--- src/rtl/dn_ct_sched.sv ---
// dn_ct_sched: round-robin scheduler sharing one loadable down counter among N_REQ requesters.
// Optional COUNT-phase watchdog enabled by defining DN_CT_SCHED_WDOG_EN.
module dn_ct_sched #(
    parameter int unsigned N_REQ = 4,
    parameter int unsigned WIDTH = 3
) (
    input  logic                   clk,
    input  logic                   areset_n,
    input  logic [N_REQ-1:0]       req,
    input  logic [N_REQ*WIDTH-1:0] req_data,
    output logic [N_REQ-1:0]       grant,
    output logic [N_REQ-1:0]       done,
    output logic                   busy,
    output logic                   err,
    output logic                   ct_load,
    output logic [WIDTH-1:0]       ct_data,
    input  logic [WIDTH-1:0]       ct_q
);
    localparam int unsigned PTR_W = $clog2(N_REQ);

    localparam logic [1:0] S_IDLE  = 2'd0;
    localparam logic [1:0] S_LOAD  = 2'd1;
    localparam logic [1:0] S_COUNT = 2'd2;
    localparam logic [1:0] S_DONE  = 2'd3;

    logic [1:0]       r_state,   w_nxt_state;
    logic [PTR_W-1:0] r_owner,   w_nxt_owner;
    logic [PTR_W-1:0] r_ptr,     w_nxt_ptr;
    logic [PTR_W-1:0] w_owner_inc, w_win, w_idx;
    logic             w_found;
    logic [N_REQ-1:0] r_grant,   w_nxt_grant;
    logic [N_REQ-1:0] r_done,    w_nxt_done;
    logic             r_busy;
    logic             r_ct_load, w_nxt_ct_load;
    logic [WIDTH-1:0] r_ct_data, w_nxt_ct_data;
    logic [WIDTH-1:0] w_slice [N_REQ];

`ifdef DN_CT_SCHED_WDOG_EN
    localparam int unsigned       WD_W    = WIDTH + 1;
    localparam logic [WD_W-1:0]   WD_LAST = WD_W'((1 << WIDTH) + 1);
    logic [WD_W-1:0] r_wd, w_nxt_wd;
    logic            r_err, w_nxt_err;
    assign err = r_err;
`else
    assign err = 1'b0;
`endif

    assign grant   = r_grant;
    assign done    = r_done;
    assign busy    = r_busy;
    assign ct_load = r_ct_load;
    assign ct_data = r_ct_data;

    for (genvar g = 0; g < N_REQ; g++) begin : g_slice
        assign w_slice[g] = req_data[g*WIDTH +: WIDTH];
    end

    assign w_owner_inc = (r_owner == PTR_W'(N_REQ - 1)) ? '0 : r_owner + PTR_W'(1);

    // First requester at or above the rr pointer, wrapping
    always_comb begin
        w_found = 1'b0;
        w_win   = '0;
        w_idx   = '0;
        for (int unsigned i = 0; i < N_REQ; i++) begin
            w_idx = PTR_W'((32'(r_ptr) + i) % N_REQ);
            if (!w_found && req[w_idx]) begin
                w_found = 1'b1;
                w_win   = w_idx;
            end
        end
    end

    always_comb begin
        w_nxt_state   = r_state;
        w_nxt_owner   = r_owner;
        w_nxt_ptr     = r_ptr;
        w_nxt_grant   = r_grant;
        w_nxt_done    = '0;
        w_nxt_ct_load = 1'b0;
        w_nxt_ct_data = r_ct_data;
`ifdef DN_CT_SCHED_WDOG_EN
        w_nxt_wd      = r_wd;
        w_nxt_err     = 1'b0;
`endif
        case (r_state)
            S_IDLE: begin
                if (w_found) begin
                    w_nxt_state   = S_LOAD;
                    w_nxt_owner   = w_win;
                    w_nxt_grant   = N_REQ'(1) << w_win;
                    w_nxt_ct_load = 1'b1;
                    w_nxt_ct_data = w_slice[w_win];
                end
            end
            S_LOAD: begin
                w_nxt_state = S_COUNT;
`ifdef DN_CT_SCHED_WDOG_EN
                w_nxt_wd    = '0;
`endif
            end
            S_COUNT: begin
                // Owner withdrawal wins over completion in the same cycle
                if (!req[r_owner]) begin
                    w_nxt_state = S_IDLE;
                    w_nxt_grant = '0;
                    w_nxt_ptr   = w_owner_inc;
                end else if (ct_q == '0) begin
                    w_nxt_state = S_DONE;
                    w_nxt_done  = r_grant;
                end
`ifdef DN_CT_SCHED_WDOG_EN
                else if (r_wd == WD_LAST) begin
                    w_nxt_state = S_IDLE;
                    w_nxt_grant = '0;
                    w_nxt_ptr   = w_owner_inc;
                    w_nxt_err   = 1'b1;
                end else begin
                    w_nxt_wd = r_wd + WD_W'(1);
                end
`endif
            end
            default: begin
                w_nxt_state = S_IDLE;
                w_nxt_grant = '0;
                w_nxt_ptr   = w_owner_inc;
            end
        endcase
    end

    always_ff @(posedge clk or negedge areset_n) begin
        if (!areset_n) begin
            r_state   <= S_IDLE;
            r_owner   <= '0;
            r_ptr     <= '0;
            r_grant   <= '0;
            r_done    <= '0;
            r_busy    <= 1'b0;
            r_ct_load <= 1'b0;
            r_ct_data <= '0;
`ifdef DN_CT_SCHED_WDOG_EN
            r_wd      <= '0;
            r_err     <= 1'b0;
`endif
        end else begin
            r_state   <= w_nxt_state;
            r_owner   <= w_nxt_owner;
            r_ptr     <= w_nxt_ptr;
            r_grant   <= w_nxt_grant;
            r_done    <= w_nxt_done;
            r_busy    <= (w_nxt_state != S_IDLE);
            r_ct_load <= w_nxt_ct_load;
            r_ct_data <= w_nxt_ct_data;
`ifdef DN_CT_SCHED_WDOG_EN
            r_wd      <= w_nxt_wd;
            r_err     <= w_nxt_err;
`endif
        end
    end

endmodule

--- config.mk ---
export PLATFORM = sky130hd
export DESIGN_NAME = dn_ct_sched
export DESIGN_NICKNAME = d
export VERILOG_FILES = /design/src/rtl/dn_ct_sched.sv
export SDC_FILE = /design/constraint.sdc
export NUM_CORES = 1
export LEC_CHECK = 0
export CORE_ASPECT_RATIO = 0.8
export CORE_UTILIZATION = 39
export DETAILED_ROUTE_END_ITERATION = 7
export PLACE_DENSITY = 0.78
export RECOVER_POWER = 100
export SLEW_MARGIN = 20
export SYNTH_ARGS = -nofsm -noshare
export SYNTH_HDL_FRONTEND = slang
export SYNTH_SLANG_ARGS = --single-unit
--- constraint.sdc ---
create_clock -name clk -period 1.5 [get_ports clk]
set_clock_uncertainty 0.1 [all_clocks]
set_input_delay 0.15 -clock clk [delete_from_list [all_inputs] [get_ports clk]]
set_output_delay 0.15 -clock clk [all_outputs]
set_load 0.01 [all_outputs]
# Word-level counts from Yosys, hierarchy flattened
# Cells that the tools add are included.
# classes
add_sub_neg	4
n_lt_le_gt_ge	6
n_eq_ne	5
n_shift	1
n_mux	36
bitwise	3
reduce_logical	13
# ops
operator	n
4-bit 2-to-1 mux	5
2-bit 2-to-1 mux	9
2-bit by 3-bit less-than comparator with 1-bit output, second input constant	5
4-bit one-hot mux with 3 select lines	1
1-bit 2-to-1 mux	11
1-bit binary-select mux with 2-bit select	5
3-bit binary-select mux with 2-bit select	1
3-bit 2-to-1 mux	2
2-bit one-hot mux with 3 select lines	1
2-bit by 1-bit adder with 2-bit output, second input constant	2
2-bit adder, second input constant	2
2-bit == test, second input constant	2
2-bit inequality test, second input constant	2
2-bit one-hot mux with 2 select lines	1
2-bit AND reduction	2
1-bit by 2-bit left shift with 4-bit output, first input constant	1
3-bit greater-or-equal comparator, second input constant	1
1-bit logical AND	3
1-bit logical NOT	3
3-bit logical NOT	1
2-bit inverter with 3-bit output	1
3-bit AND reduction	1
2-bit by 1-bit == test with 1-bit output, second input constant	1
2-bit logical NOT	1
3 further kinds	4
# totals
ff_bits	19
input_bits	21
wordCells	76

# Logic depth before layout (Yosys ltp)
# logic_depth
depth_word	16
ltp_mapped	6

# Worst setup path before layout
# Ideal clock, no wire load.
# synth_timing
path_kind	reg-to-reg
startpoint	register r_ptr[0]
endpoint	register r_ct_data[0], in the netlist ct_data[0]
setup_time_ns	0.138
arrival_time_ns	1.306
required_time_ns	1.262
path_slack_ns	-0.044
path_stages_with_launch	6
synth_period_minus_slack_ns	1.544
path_cell_list	dfrtp_1 and2b_1 a21oi_2 o221ai_4 mux2i_1 o221ai_1
# synth_via
elab_chain_len	16
word_cells_on_any_way	30
classes_between	add/sub: 3; mux: 19; bitwise: 1; reduce/logical: 7
# synth_lines
element	line	rtl
start, declared	28	logic [PTR_W-1:0] r_ptr, w_nxt_ptr;
start signal, assigned	148	r_ptr <= w_nxt_ptr;
parallel branches: the longest is 16 deep, another holds 2-bit by 1-bit adder with 2-bit output	-	
end signal, assigned	153	r_ct_data <= w_nxt_ct_data;
end, declared	35	logic [WIDTH-1:0] r_ct_data, w_nxt_ct_data;
# Parallel ways; which one is timed is not known. The select of a mux whose other input is x is not followed.
# A chain may end at the register's enable or synchronous reset.

# Worst setup path after layout
# layout_timing
startpoint	register r_ptr[0]
endpoint	register r_ct_data[1], in the netlist ct_data[1]
# Same word-level chain as after synthesis.

==> run_results.csv <==
group,metric,value,unit
power_and_ir_drop,clock_power_share,9.9,%
route,wl_met3,138,microns
placed_design,dpl.hpwl,1770,microns
final_layout,diodes,0,
placed_design,dp_worst_setup_slack,-0.429,ns
logic_synthesis,synth-simple-area-share,15.7,%
logic_synthesis,synth_mux_area_share,9.51,%
route,viasPerCell,5.37,
final_layout,postLayoutCellArea,1540,sq um
grt,grt_max_degree,20,
route,top_layer,"met3",
route,vias,859,
hold_path,hp-class,"reg -> reg",
status,outcome,"complete, but fails checks",
clock_tree,root_buffer,"clkbuf_4",
final_layout,syn_to_final_growth,58.1,%
sta,maxSlewHeadroom,34.6,%
grt,track_usage,20.6,%
sta,min_period,1.54,ns
die,pin_count,35,
logic_synthesis,synth-seq-cells,19,
job,drv_cap,0,
final_layout,fillCellCount,163,
logic_synthesis,ys_seq_area_share,48.8,%
die,fp.dieW,57.9,microns
route,drt-wirelength-per-cell,15.7,microns
worst_setup_path,arrival,1.62,ns
clock_tree,clk_pin_slew,0.10,ns
worst_setup_path,crit_type,"reg -> reg",
final_layout,multi_input_area,536,sq um
power_and_ir_drop,ir_worst_vdd,0.000938,V
logic_synthesis,synth_compound_area_share,19.9,%
clock_tree,cts_hold_buf,0,
worst_setup_path,crit_required,1.57,ns
logic_synthesis,synth_most_common_cell,"dfrtp_1",
status,violations,"DRC, setup timing",
grt,gr-total-overflow,0,
sta,drv_slew,0,
power_and_ir_drop,p_int,1.56,mW
power_and_ir_drop,powerDensity,1680,nW/um^2
placed_design,portBuffers,33,
sta,worst_pin_slew,0.982,ns
final_layout,drive_above_1_share,31.1,%
route,drtPass1Iterations,6,
die,die_h,46.7,microns
logic_synthesis,synth_edf_count,0,
die,std_cell_rows,15,
logic_synthesis,async_flop_share,100,%
clock_tree,htree_levels,1,
power_and_ir_drop,seq_power_share,34.6,%
grt,grt_pass1_vias,876,
worst_setup_path,crit_path_start_kind,"register",
clock_tree,cts_buffers,3,
sta,setup_viol,7,
sta,finalHoldViolations,0,
logic_synthesis,synthXorXnorAreaFrac,0,%
route,drc_errors,3,
worst_setup_path,end_kind,"register",
route,routed-wl-met2,1340,microns
logic_synthesis,synth_top_family_by_area,"compound AO/OA/AOI/OAI gates",
logic_synthesis,synthTopCellsByArea,"dfrtp_1, mux2i_1, nand2_1",
logic_synthesis,netlist.area_leader.share,48.8,%
final_layout,seqCellArea,478,sq um
power_and_ir_drop,p_leak,0.690,nW
sta,setup_slack,-0.0438,ns
power_and_ir_drop,power_frac_comb,55.4,%
logic_synthesis,syn-cell-area,973,sq um
clock_tree,cts_sinks,19,
logic_synthesis,postSynthCellCount,84,
logic_synthesis,synth_warnings,0,
die,start_util,43.2,%
clock_tree,tritoncts,"built",
die,coreArea,2250,sq um
logic_synthesis,synth_flop_cell,"dfrtp_1",
logic_synthesis,synth_common_cells,"dfrtp_1, nand2_1, mux2i_1",
logic_synthesis,synth.net_count,106,
grt,antenna_found_initial,0,
grt,grt_pass1_wl,4040,microns
sta,period_share,103,%
die,fp.dieArea,2700,sq um
sta,rsz0062_at_grt,"true",
power_and_ir_drop,design_power_total,2.59,mW
clock_tree,cts.path.max_buffers,2,
placed_design,gp_congestion,0.783,
route,drt-total-wl,2510,microns
power_and_ir_drop,switchingPower,1.03,mW
placed_design,place_area,1410,sq um
route,drt_iter0_markers,14,
logic_synthesis,synth.avg_cell_area,11.6,sq um
route,ant_nets,0,
logic_synthesis,synth_fa_ha_area_share,1.29,%
sta,clock.fmax,648,MHz
clock_tree,insertion_delay,0.30,ns
worst_setup_path,worstPathMaxFanout,4,
route,m1WireLength,1040,microns
logic_synthesis,ys_types,36,
power_and_ir_drop,swShare,39.9,%
logic_synthesis,synth_top_area_cell,"dfrtp_1",
final_layout,fin_nets,158,
-- through the flow --
stage,instances,TNS [ns],hold slack (ns),utilization (%)
6_report,160,-0.152,0.399,68.3
5_1_grt,160,-1.31,0.437,68.3
4_1_cts,159,-0.259,0.0855,66.3
3_3_place_gp,153,-4.54,0.381,62.8
2_1_floorplan,84,-0.0301,-0.246,-
3_5_place_dp,153,-5.33,0.380,62.8
-- power groups by stage --
stage | clock [mW] | combinational (mW) | sequential [mW]
2_1_floorplan | 0 | 0.684 | 0.917
3_3_place_gp | 0 | 1.24 | 0.877
3_5_place_dp | 0 | 1.28 | 0.877
4_1_cts | 0.263 | 1.38 | 0.885
5_1_grt | 0.287 | 1.56 | 0.926
6_report | 0.257 | 1.44 | 0.897
-- state kept, by name, indices dropped and copies added (netlist names) --
name and flops:
r_owner 2, r_ptr 2, ct_load 1, grant 4, busy 1, done 4, r_state 2, ct_data 3
-- layout make-up --
type / count / share of cell area, %
Clock buffer: 3 / 1.46
Clock inverter: 1 / 0.325
Inverter: 3 / 1.54
Multi-Input combinational cell: 61 / 34.8
Sequential cell: 19 / 31.1
Tap cell: 25 / 2.03
Timing Repair Buffer: 48 / 28.8
-- critical path: stages (launching register included) --
cell and delay, ns:
dfrtp_1 0.39, and2b_2 0.25, a21oi_4 0.05, o221ai_2 0.30, mux2i_1 0.22, o221ai_1 0.11
-- placed cells by master, fill, tap and decap left out, types with 3 or more instances in the layout --
cell type / instances
and2_1: 4
buf_4: 13
clkbuf_4: 3
clkdlybuf4s25_1: 7
clkdlybuf4s50_1: 21
dfrtp_1: 17
dlymetal6s2s_1: 3
mux2i_1: 7
nand2_1: 9
nor2_1: 4
o221ai_1: 3
-- metal layers --
metal | track usage [%] | up-vias
met1 | 23.1 | 423
met2 | 39.5 | 28
met5 | 0 | -
li1 | - | 408
met4 | 3.33 | 0
met3 | 6.46 | 0
-- logic make-up (layout without fill, tap and decap cells) --
kind of cell | Yosys count | in the layout
other | 1 | 1
buffers and inverters | 5 | 55
adders and majority gates | 1 | 1
and+or+nand+nor | 27 | 27
DFF | 19 | 19
muxes | 9 | 9
AOI/OAI and AO/OA | 22 | 23
-- worst paths after layout --
| path | from | end | slack [ns] | cells after the start |
|---|---|---|---|---|
| setup / recovery | r_ptr[0] | ct_data[1] | -0.04 | 5 |
| hold / removal | ct_data[1] | ct_data[1] | 0.40 | 2 |
| setup reg to reg | r_ptr[0] | ct_data[1] | -0.04 | 5 |
| hold reg to reg | ct_data[1] | ct_data[1] | 0.40 | 2 |
| max in group asynchronous | areset_n | r_ptr[1] | 0.21 | 2 |
| min in group asynchronous | areset_n | r_state[1] | 0.42 | 2 |
-- timing repair --
action / CTS / global route
setup endpoints to repair: 10 / 23
pin swaps: 4 / 5
cloned: 1 / 0
resized for setup: 9 / 17
buffers inserted: 1 / 1
(Power assumes the default switching activity.)
